**src/rtl/strike_tracker_if.sv**
```systemverilog
// Strike tracker bus: puzzle-side requests in, game-status outputs back out.
interface strike_tracker_if #(
  parameter int N_SRC       = 6,
  parameter int MAX_STRIKES = 3,
  parameter int CNT_W       = 3
);
  logic                   arm;
  logic                   defuse;
  logic [N_SRC-1:0]       strike;
  logic [CNT_W-1:0]       strike_count;
  logic [MAX_STRIKES-1:0] strike_led;
  logic                   strike_pulse;
  logic                   explode;
  logic                   defused;

  modport master (
    output arm, defuse, strike,
    input  strike_count, strike_led, strike_pulse, explode, defused
  );

  modport slave (
    input  arm, defuse, strike,
    output strike_count, strike_led, strike_pulse, explode, defused
  );
endinterface

```
**src/rtl/strike_tracker.sv**
```systemverilog
// Edge-detecting, saturating strike counter with an idle/armed/exploded/defused game FSM.
// Optional newest-LED blink and explosion flashing: define STRIKE_FLASH_EN.
module strike_tracker #(
  parameter int N_SRC       = 6,
  parameter int MAX_STRIKES = 3,
  parameter int CNT_W       = 3,
  parameter int FLASH_HALF  = 13_500_000
) (
  input logic            clock,
  input logic            reset_n,
  strike_tracker_if.slave bus
);
  localparam int WIDE_W = CNT_W + 5;
  localparam logic [WIDE_W-1:0] MAX_W = WIDE_W'(MAX_STRIKES);
  localparam logic [CNT_W-1:0]  MAX_C = CNT_W'(MAX_STRIKES);

  if (N_SRC < 1 || MAX_STRIKES < 1 || (2 ** CNT_W) <= MAX_STRIKES || FLASH_HALF < 1) begin : g_param_check
    $error("strike_tracker: inconsistent parameters");
  end

  typedef enum logic [1:0] {IDLE, ARMED, EXPLODED, DEFUSED} state_t;

  state_t                 state, state_nxt;
  logic [N_SRC-1:0]       strike_q;
  logic [CNT_W-1:0]       count, count_nxt;
  logic [WIDE_W-1:0]      new_edges, sum_sat;
  logic                   pulse_nxt, pulse_q;
  logic [MAX_STRIKES-1:0] therm_nxt, led_nxt, led_q;
  logic                   explode_q, defused_q;

  function automatic logic [WIDE_W-1:0] popcount(input logic [N_SRC-1:0] v);
    logic [WIDE_W-1:0] n;
    n = '0;
    for (int i = 0; i < N_SRC; i++) n = n + WIDE_W'(v[i]);
    return n;
  endfunction

  function automatic logic [WIDE_W-1:0] sat_add(input logic [CNT_W-1:0] c,
                                               input logic [WIDE_W-1:0] n);
    logic [WIDE_W-1:0] s;
    s = WIDE_W'(c) + n;
    return (s > MAX_W) ? MAX_W : s;
  endfunction

  function automatic logic [MAX_STRIKES-1:0] thermometer(input logic [CNT_W-1:0] c);
    logic [MAX_STRIKES-1:0] t;
    for (int i = 0; i < MAX_STRIKES; i++) t[i] = (c > CNT_W'(i));
    return t;
  endfunction

  always_ff @(posedge clock or negedge reset_n) begin
    if (!reset_n) state <= IDLE;
    else          state <= state_nxt;
  end

  always_comb begin
    new_edges = popcount(bus.strike & ~strike_q);
    sum_sat   = sat_add(count, new_edges);
    state_nxt = state;
    case (state)
      IDLE:    if (bus.arm) state_nxt = ARMED;
      // The final strike beats a simultaneous defuse.
      ARMED:   if (sum_sat == MAX_W) state_nxt = EXPLODED;
               else if (bus.defuse) state_nxt = DEFUSED;
      default: ;
    endcase
  end

  always_comb begin
    count_nxt = count;
    pulse_nxt = 1'b0;
    case (state)
      IDLE:    if (bus.arm) count_nxt = '0;
      ARMED: begin
        count_nxt = sum_sat[CNT_W-1:0];
        pulse_nxt = (new_edges != '0) && (count < MAX_C);
      end
      default: ;
    endcase
    therm_nxt = thermometer(count_nxt);
  end

`ifdef STRIKE_FLASH_EN
  localparam int TMR_W = (FLASH_HALF > 1) ? $clog2(FLASH_HALF) : 1;
  localparam logic [TMR_W-1:0] TMR_RELOAD = TMR_W'(FLASH_HALF - 1);

  logic [TMR_W-1:0] tmr, tmr_nxt;
  logic [2:0]       halves, halves_nxt;
  logic             dark, dark_nxt;

  // dark blanks the newest LED (ARMED) or every LED (EXPLODED); halves counts blink phases left.
  always_comb begin
    tmr_nxt    = tmr;
    halves_nxt = halves;
    dark_nxt   = dark;
    if (state == EXPLODED) begin
      if (tmr == '0) begin
        dark_nxt = ~dark;
        tmr_nxt  = TMR_RELOAD;
      end else begin
        tmr_nxt  = tmr - TMR_W'(1);
      end
    end else if (state != ARMED || state_nxt != ARMED) begin
      tmr_nxt    = '0;
      halves_nxt = '0;
      dark_nxt   = 1'b0;
    end else if (pulse_nxt) begin
      tmr_nxt    = '0;
      halves_nxt = 3'd6;
      dark_nxt   = 1'b0;
    end else if (halves != '0 || tmr != '0) begin
      if (tmr == '0) begin
        dark_nxt   = ~dark;
        tmr_nxt    = TMR_RELOAD;
        halves_nxt = halves - 3'd1;
      end else begin
        tmr_nxt    = tmr - TMR_W'(1);
      end
    end

    if (!dark_nxt)                   led_nxt = therm_nxt;
    else if (state_nxt == EXPLODED)  led_nxt = '0;
    else                             led_nxt = therm_nxt & (therm_nxt >> 1);
  end

  always_ff @(posedge clock or negedge reset_n) begin
    if (!reset_n) begin
      tmr    <= '0;
      halves <= '0;
      dark   <= 1'b0;
    end else begin
      tmr    <= tmr_nxt;
      halves <= halves_nxt;
      dark   <= dark_nxt;
    end
  end
`else
  always_comb led_nxt = therm_nxt;
`endif

  always_ff @(posedge clock or negedge reset_n) begin
    if (!reset_n) begin
      strike_q  <= '0;
      count     <= '0;
      pulse_q   <= 1'b0;
      led_q     <= '0;
      explode_q <= 1'b0;
      defused_q <= 1'b0;
    end else begin
      strike_q  <= bus.strike;
      count     <= count_nxt;
      pulse_q   <= pulse_nxt;
      led_q     <= led_nxt;
      explode_q <= (state_nxt == EXPLODED);
      defused_q <= (state_nxt == DEFUSED);
    end
  end

  assign bus.strike_count = count;
  assign bus.strike_led   = led_q;
  assign bus.strike_pulse = pulse_q;
  assign bus.explode      = explode_q;
  assign bus.defused      = defused_q;
endmodule

```
**src/flat_wrapper.sv**
```systemverilog
// flat-port wrapper written by rule: the top's interface ports become plain ports
module strike_tracker_flat 
#(
  parameter int N_SRC       = 6,
  parameter int MAX_STRIKES = 3,
  parameter int CNT_W       = 3,
  parameter int FLASH_HALF  = 13_500_000
)
  (clock, reset_n, bus_arm, bus_defuse, bus_strike, bus_strike_count, bus_strike_led, bus_strike_pulse, bus_explode, bus_defused);
  strike_tracker_if #(.N_SRC(N_SRC), .MAX_STRIKES(MAX_STRIKES), .CNT_W(CNT_W)) bus_i ();
  input logic clock;
  input logic reset_n;
  input wire logic [$bits(bus_i.arm)-1:0] bus_arm;
  input wire logic [$bits(bus_i.defuse)-1:0] bus_defuse;
  input wire logic [$bits(bus_i.strike)-1:0] bus_strike;
  output wire logic [$bits(bus_i.strike_count)-1:0] bus_strike_count;
  output wire logic [$bits(bus_i.strike_led)-1:0] bus_strike_led;
  output wire logic [$bits(bus_i.strike_pulse)-1:0] bus_strike_pulse;
  output wire logic [$bits(bus_i.explode)-1:0] bus_explode;
  output wire logic [$bits(bus_i.defused)-1:0] bus_defused;
  assign bus_i.arm = bus_arm;
  assign bus_i.defuse = bus_defuse;
  assign bus_i.strike = bus_strike;
  assign bus_strike_count = bus_i.strike_count;
  assign bus_strike_led = bus_i.strike_led;
  assign bus_strike_pulse = bus_i.strike_pulse;
  assign bus_explode = bus_i.explode;
  assign bus_defused = bus_i.defused;
  strike_tracker #(.N_SRC(N_SRC), .MAX_STRIKES(MAX_STRIKES), .CNT_W(CNT_W), .FLASH_HALF(FLASH_HALF)) u_core (.clock(clock), .reset_n(reset_n), .bus(bus_i));
endmodule
```
**config.mk**
```make
export PLATFORM = sky130hd
export DESIGN_NAME = strike_tracker_flat
export DESIGN_NICKNAME = d
export VERILOG_FILES = /design/src/rtl/strike_tracker_if.sv /design/src/rtl/strike_tracker.sv /design/src/flat_wrapper.sv
export SDC_FILE = /design/constraint.sdc
export NUM_CORES = 1
export LEC_CHECK = 0
export CORE_UTILIZATION = 50
export CTS_BUF_LIST = sky130_fd_sc_hd__clkbuf_2
export DETAILED_ROUTE_END_ITERATION = 10
export PLACE_DENSITY = 0.8
export SYNTH_ARGS = -nofsm -noshare
export SYNTH_HDL_FRONTEND = slang
export SYNTH_SLANG_ARGS = --single-unit
```
**constraint.sdc**
```tcl
create_clock -name clock -period 4.19 [get_ports clock]
set_input_delay 0.838 -clock clock [delete_from_list [all_inputs] [get_ports clock]]
set_output_delay 0.838 -clock clock [all_outputs]
set_load 0.03 [all_outputs]
```
==> impl_results.md, run 1 <==
- Outcome: complete, no violations
- Proportion of synthesized chip area in sequential cells: 52.07%
- Most instantiated library cell after synthesis: sky130_fd_sc_hd__dfrtp_1
- Final period util: 97.00%
- Async set or reset register ratio after synthesis: 100.0%
- Non-filler cells, final: 109
- Routed len/inst: 11.72 um
- Global-route usage over all layers: 18.58%
- Initial cell density of the core: 53.61%
- Final hold violation count: 0
- RSZ-0062 raised after global routing: false
- Area share of the largest cell type after synthesis: 52.07%
- Hold_buf cts: 0
- Via total after detailed routing: 551
- Leakage Power: 0.5098 nW
- Finished layout cell area: 0.001064 mm2
- # nets final: 113
- Flip-flop and latch count after synthesis: 17
- Required @ worst endpoint: 4390 ps
- Clock tree from TritonCTS: built
- Grt total ovfl: 0
- Pin count of the biggest net entering global routing: 18
- First-pass DRT Iterations: 2
- Max-capacitance violation count: 0
- Peak supply drop: 328.4 uV
- Startpoint type of the worst setup path: input port
- WP data arrival: 4260 ps
- Die width: 42.43 um
- Post-layout min period: 4064 ps
- Worst hold-check path type: flip-flop to flip-flop
- EDFF count, synth: 0
- Number of placed instances, taps included: 105
- Final-report setup violation count: 0
- Post-layout total power: 568.5 uW
- ANT nets after route: 0
- Signed area change from the synthesized netlist to the final layout: 30.17%
- Cells on worst reg2reg path: 11
- Core region area: 0.001524 mm2
- Power per unit of standard cell area: 534.5 mW/mm2
- DR vias/cell: 5.055
- Worst hold path stage count: 1
- Number of core rows: 14
- CTS max path bufs: 2
- Number of antenna diodes: 0
- Synthesized net count: 89
- Number of antenna violations at the first check in global routing: 0
- Clock transition time at the flip-flop clock pins of the worst setup and hold paths: 150 ps
- First-pass GRT wire length: 2.449 mm
- IO Port Bufs: 18
- Die area: 0.001800 mm2
- Via count of the first global-routing pass: 568
- Syn. warnings: 0
- Fraction of layout instances using a drive strength above 1: 11.83%
- H-tree levels: 1
- Per-instance average area after synthesis: 11.67 um2
- Normalized max-slew margin: 51.03%
- Critical path peak fanout: 4
- Clk_lat worst skew: 290 ps
- DR DRC count: 0
- Top cell types by occurrence after synthesis: sky130_fd_sc_hd__dfrtp_1, sky130_fd_sc_hd__inv_1, sky130_fd_sc_hd__nand2_1, sky130_fd_sc_hd__ha_1, sky130_fd_sc_hd__nor2b_1
- Wirelength, routed: 1.277 mm
- Top cell type by total area after synthesis: sky130_fd_sc_hd__dfrtp_1
- Pins Over Slew Limit: 0
- Clock root buffer: sky130_fd_sc_hd__clkbuf_2
- Primary flip-flop cell chosen by synthesis mapping: sky130_fd_sc_hd__dfrtp_1
- Distinct cell type count after synthesis: 23
- Placer's final routability congestion estimate: 0.7618
- Inserted Clock Buffers: 3
- Boundary Pins: 19
- Post-CTS Repair Setup Buffers: 0
- Pin slew with the least headroom to its limit: 732.2 ps
- Type of destination of the critical path: flip-flop
- Gate Count Post-Synth: 70
- Largest cells by area after synthesis: sky130_fd_sc_hd__dfrtp_1, sky130_fd_sc_hd__fa_1, sky130_fd_sc_hd__ha_1
- Clock tree sinks: 17
- Syn Std Cell Area: 817.0 um2
- Top achievable clock speed: 0.2461 GHz
- Placed cell areas: 0.001025 mm2
- Setup CP Type: input port to flip-flop
- Worst clock skew on the final layout: 0.9064 ps
- Iter 0 DRT Violations: 10
- Die H: 42.43 um
repair_timing:
item,in CTS,in global routing
pin swaps,3,1
setup endpoints to repair,2,7
cloned,0,0
resized for setup,1,4
metrics by stage:
step | setup TNS, ps | hold slack (ps) | utilization [%] | setup slack (ps)
2_1_floorplan | 0 | 476.4 | - | 160.6
3_3_place_gp | -1974 | 489.4 | 67.24 | -335.6
3_5_place_dp | -2501 | 514.0 | 67.24 | -403.8
4_1_cts | 0 | 540.3 | 68.72 | 8.181
5_1_grt | 0 | 578.1 | 69.79 | 25.60
6_report | 0 | 539.6 | 69.79 | 125.9
worst max-delay path: stages:
cell,delay (ps)
sky130_fd_sc_hd__clkdlybuf4s50_1,420
sky130_fd_sc_hd__nor2b_2,160
sky130_fd_sc_hd__ha_1,280
sky130_fd_sc_hd__inv_1,70
sky130_fd_sc_hd__fa_1,440
sky130_fd_sc_hd__fa_2,400
sky130_fd_sc_hd__fa_2,450
sky130_fd_sc_hd__fa_2,360
sky130_fd_sc_hd__and2b_1,210
sky130_fd_sc_hd__a21oi_2,90
sky130_fd_sc_hd__o31a_1,280
sky130_fd_sc_hd__a211o_1,270
per-layer routing:
metal	track usage (%)	vias up	part of all wire, %
met5	0	-	0
met4	9.375	0	1.3
met3	5.172	2	4.2
met2	27.08	13	45
met1	25.36	254	49
li1	-	282	-
final cells by class:
cell class / count / area [um2]
fill: 119 / 460.4
timing repair buffer: 19 / 187.7
clock buffer: 4 / 20.02
sequential: 17 / 425.4
tap: 16 / 20.02
multi-input combinational: 44 / 376.6
inverter: 9 / 33.78
flip-flops by register name (all words and copies together), names as in the netlist, named ones only:
register and count:
u_core.bus.strike_led 3, u_core.bus.strike_count 3, u_core.bus.strike_pulse 1, u_core.state 1, u_core.bus.explode 1, u_core.bus.defused 1
u_core.strike_q 6
path summary, 6_finish.rpt:
path                                    start                  to  slack, ps
setup / recovery                bus_strike[0]           flip-flop        130
hold / removal                      flip-flop           flip-flop        540
setup reg to reg           u_core.strike_q[1]           flip-flop        790
hold reg to reg                     flip-flop           flip-flop        540
max in group asynchronous             reset_n  u_core.strike_q[0]       2780
min in group asynchronous             reset_n  u_core.strike_q[5]        960
logic make-up after synthesis:
group                      count (synthesis)  share of synthesized area, %
AOI/OAI and AO/OA                         15                         13.32
adders and majority gates                  9                         17.46
buffers and inverters                      9                         4.134
DFF                                       17                         52.07
and+or+nand+nor                           20                         13.02
power breakdown:
part           internal (mW)  leakage, nW  switching, mW
Sequential             0.203        0.203         0.0269
Combinational          0.113        0.290          0.151
Clock                 0.0253       0.0166         0.0495
placed cells by master (no fill, tap or decap), types with 2 or more instances in the layout:
master	Yosys	layout
sky130_fd_sc_hd__clkbuf_2	0	4
sky130_fd_sc_hd__dfrtp_1	17	17
sky130_fd_sc_hd__nand2_1	6	6
sky130_fd_sc_hd__nand2b_1	4	4
sky130_fd_sc_hd__ha_1	5	5
sky130_fd_sc_hd__clkdlybuf4s50_1	0	18
sky130_fd_sc_hd__nor2b_1	5	4
sky130_fd_sc_hd__o21ai_0	3	3
sky130_fd_sc_hd__fa_2	0	3
sky130_fd_sc_hd__nor2_1	2	2
sky130_fd_sc_hd__inv_1	9	9
sky130_fd_sc_hd__a21oi_1	2	2
No activity file was read; power rests on OpenSTA's default activity.
==> inputs of run 2 (changes only) <==
- MAX_ROUTING_LAYER: unset -> met4
==> run 2 against run 1 <==
Power barely moved. Non-clock buffer count did not move. First-iteration DRC count did not move. Sequential cell count did not move. Sequential share of layout area did not move. Wire length did not move. Clock power barely moved. Die area did not move. Highest routed layer unchanged.
==> impl_results.md, run 2 (synthesis gave the netlist of run 1 again) <==
- Number of flip-flops under the largest register name: 6 (unchanged)
- Routed len/inst: 11.72 um (unchanged)
- Area of the multi-input gates: 376.6 um2 (unchanged)
- Fill count: 119 (unchanged)
- Outcome: complete, no violations (unchanged)
- Final period util: 97.00% (about the same)
- DR DRC count: 0 (unchanged)
- Register bank with the most flops: u_core.strike_q (unchanged)
- Peak supply drop: 328.4 uV (unchanged)
- Boundary Pins: 19 (unchanged)
- Grt total ovfl: 0 (unchanged)
- Pins Over Slew Limit: 0 (unchanged)
- Number of core rows: 14 (unchanged)
- First-pass DRT Iterations: 2 (unchanged)
- Die area: 0.001800 mm2 (unchanged)
- Fraction of layout instances using a drive strength above 1: 11.83% (unchanged)
- Wirelength, routed: 1.277 mm (unchanged)
- DR vias/cell: 5.055 (unchanged)
- Critical path peak fanout: 4 (unchanged)
- ANT nets after route: 0 (unchanged)
- H-tree levels: 1 (unchanged)
- Most numerous cell on the critical path: sky130_fd_sc_hd__fa_2 (unchanged)
- Top achievable clock speed: 0.2461 GHz (about the same)
- # nets final: 113 (unchanged)
- Die H: 42.43 um (unchanged)
- First-pass GRT wire length: 2.456 mm (was 2.449 mm)
- Core region area: 0.001524 mm2 (unchanged)
- WP data arrival: 4260 ps (about the same)
- Cell Chain, Critical Path: clkdlybuf4s50_1 > nor2b_2 > ha_1 > inv_1 > fa_1 > fa_2 > fa_2 > fa_2 > and2b_1 > a21oi_2 > o31a_1 > a211o_1 (unchanged)
- CTS max path bufs: 2 (unchanged)
- Power per unit of standard cell area: 534.5 mW/mm2 (about the same)
- Signed area change from the synthesized netlist to the final layout: 30.17% (unchanged)
- Number of antenna diodes: 0 (unchanged)
- Number of antenna violations at the first check in global routing: 0 (unchanged)
- Storage cell area: 425.4 um2 (unchanged)
- Clock transition time at the flip-flop clock pins of the worst setup and hold paths: 150 ps (about the same)
- Via total after detailed routing: 551 (unchanged)
- Normalized max-slew margin: 51.03% (unchanged)
- Clock root buffer: sky130_fd_sc_hd__clkbuf_2 (unchanged)
- Placer's final routability congestion estimate: 0.7719 (was 0.7618)
- Global-route usage over all layers: 19.10% (was 18.58%)
- Iter 0 DRT Violations: 10 (unchanged)
- Clock tree from TritonCTS: built (unchanged)
- Max-capacitance violation count: 0 (unchanged)
- Final hold violation count: 0 (unchanged)
- Post-layout total power: 568.5 uW (about the same)
- Master of the slowest instance on the critical path: sky130_fd_sc_hd__fa_2 (unchanged)
- Via count of the first global-routing pass: 567 (was 568)
- Placed cell areas: 0.001025 mm2 (unchanged)
- Worst hold-check path type: flip-flop to flip-flop (unchanged)
- Worst clock skew on the final layout: 0.9064 ps (unchanged)
- Finished layout cell area: 0.001064 mm2 (unchanged)
- Most common library cell in the layout ignoring fill and taps: sky130_fd_sc_hd__clkdlybuf4s50_1 (unchanged)
- Die width: 42.43 um (unchanged)
- Inserted Clock Buffers: 3 (unchanged)
- Post-CTS Repair Setup Buffers: 0 (unchanged)
- Startpoint type of the worst setup path: input port (unchanged)
- RSZ-0062 raised after global routing: false (unchanged)
- Post-layout min period: 4064 ps (about the same)
- IO Port Bufs: 18 (unchanged)
- Hold_buf cts: 0 (unchanged)
- Leakage Power: 0.5098 nW (unchanged)
- Pin slew with the least headroom to its limit: 732.2 ps (unchanged)
- Most used cells in the layout excluding fill and tap cells: sky130_fd_sc_hd__clkdlybuf4s50_1, sky130_fd_sc_hd__dfrtp_1, sky130_fd_sc_hd__inv_1 (unchanged)
- Pin count of the biggest net entering global routing: 18 (unchanged)
- Clk_lat worst skew: 290 ps (about the same)
- Type of destination of the critical path: flip-flop (unchanged)
- Required @ worst endpoint: 4390 ps (about the same)
- Setup CP Type: input port to flip-flop (unchanged)
- Initial cell density of the core: 53.61% (unchanged)
- Clock tree sinks: 17 (unchanged)
- Final-report setup violation count: 0 (unchanged)
- CP max stage delay: 450 ps (about the same)
==> run 2: cell counts in the layout (fill, tap and decap cells not counted) <==
Identical to the previous run, type by type.
==> run 2: timing repair <==
item                       in CTS  in global routing
pin swaps                       3                  1
setup endpoints to repair       2                  7
gates resized for setup         1                  4
==> run 2: metrics by stage <==
stage / setup slack (ps) / TNS (ps) / cells / hold slack, ps / utilization (%)
floorplan: 160.6 / 0 / 70 / 476.4 / -
global placement: -335.6 / -1974 / 105 / 489.4 / 67.24
detailed placement: -403.8 / -2501 / 105 / 514.0 / 67.24
CTS: 8.181 / 0 / 109 / 540.3 / 68.72
global route: 25.60 / 0 / 109 / 578.1 / 69.79
finish: 125.9 / 0 / 109 / 539.6 / 69.79
==> run 2: path summary, 6_finish.rpt <==
check	slack, ps	startpoint	end	cells after the start
max	130	bus_strike[0]	flip-flop	12
min	540	flip-flop	flip-flop	1
max reg2reg	790	u_core.strike_q[1]	flip-flop	11
min reg2reg	540	flip-flop	flip-flop	1
max in group asynchronous	2780	reset_n	u_core.strike_q[0]	1
min in group asynchronous	960	reset_n	u_core.strike_q[5]	1
==> run 2: layer usage <==
| metal | part of all wire [%] | GRT usage, % | vias up |
|---|---|---|---|
| met2 | 46 | 27.08 | 13 |
| li1 | - | - | 282 |
| met4 | 1.3 | 9.375 | 0 |
| met3 | 4.1 | 5.172 | 2 |
| met1 | 49 | 25.36 | 254 |
| met5 | 0 | - | - |
==> run 2: critical path: cells and delay by family <==
family / cells / cell delay [ps]
adder cells (fa/ha/maj): 5 / 1930
AO/OA/AOI/OAI: 3 / 640
buffers and inverters: 2 / 490
AND/OR/NAND/NOR: 2 / 370
==> run 2: cell type report <==
cell class | instances | area share [%]
Sequential cell | 17 | 40.00
Multi-Input combinational cell | 44 | 35.41
Timing Repair Buffer | 19 | 17.65
Inverter | 9 | 3.176
Clock buffer | 4 | 1.882
Tap cell | 16 | 1.882
==> run 2: report_power, final <==
group	switching (mW)	internal (mW)	total (mW)
Combinational	0.151	0.113	0.264
Sequential	0.0269	0.203	0.229
Clock	0.0495	0.0253	0.0748
Total	0.228	0.341	0.568
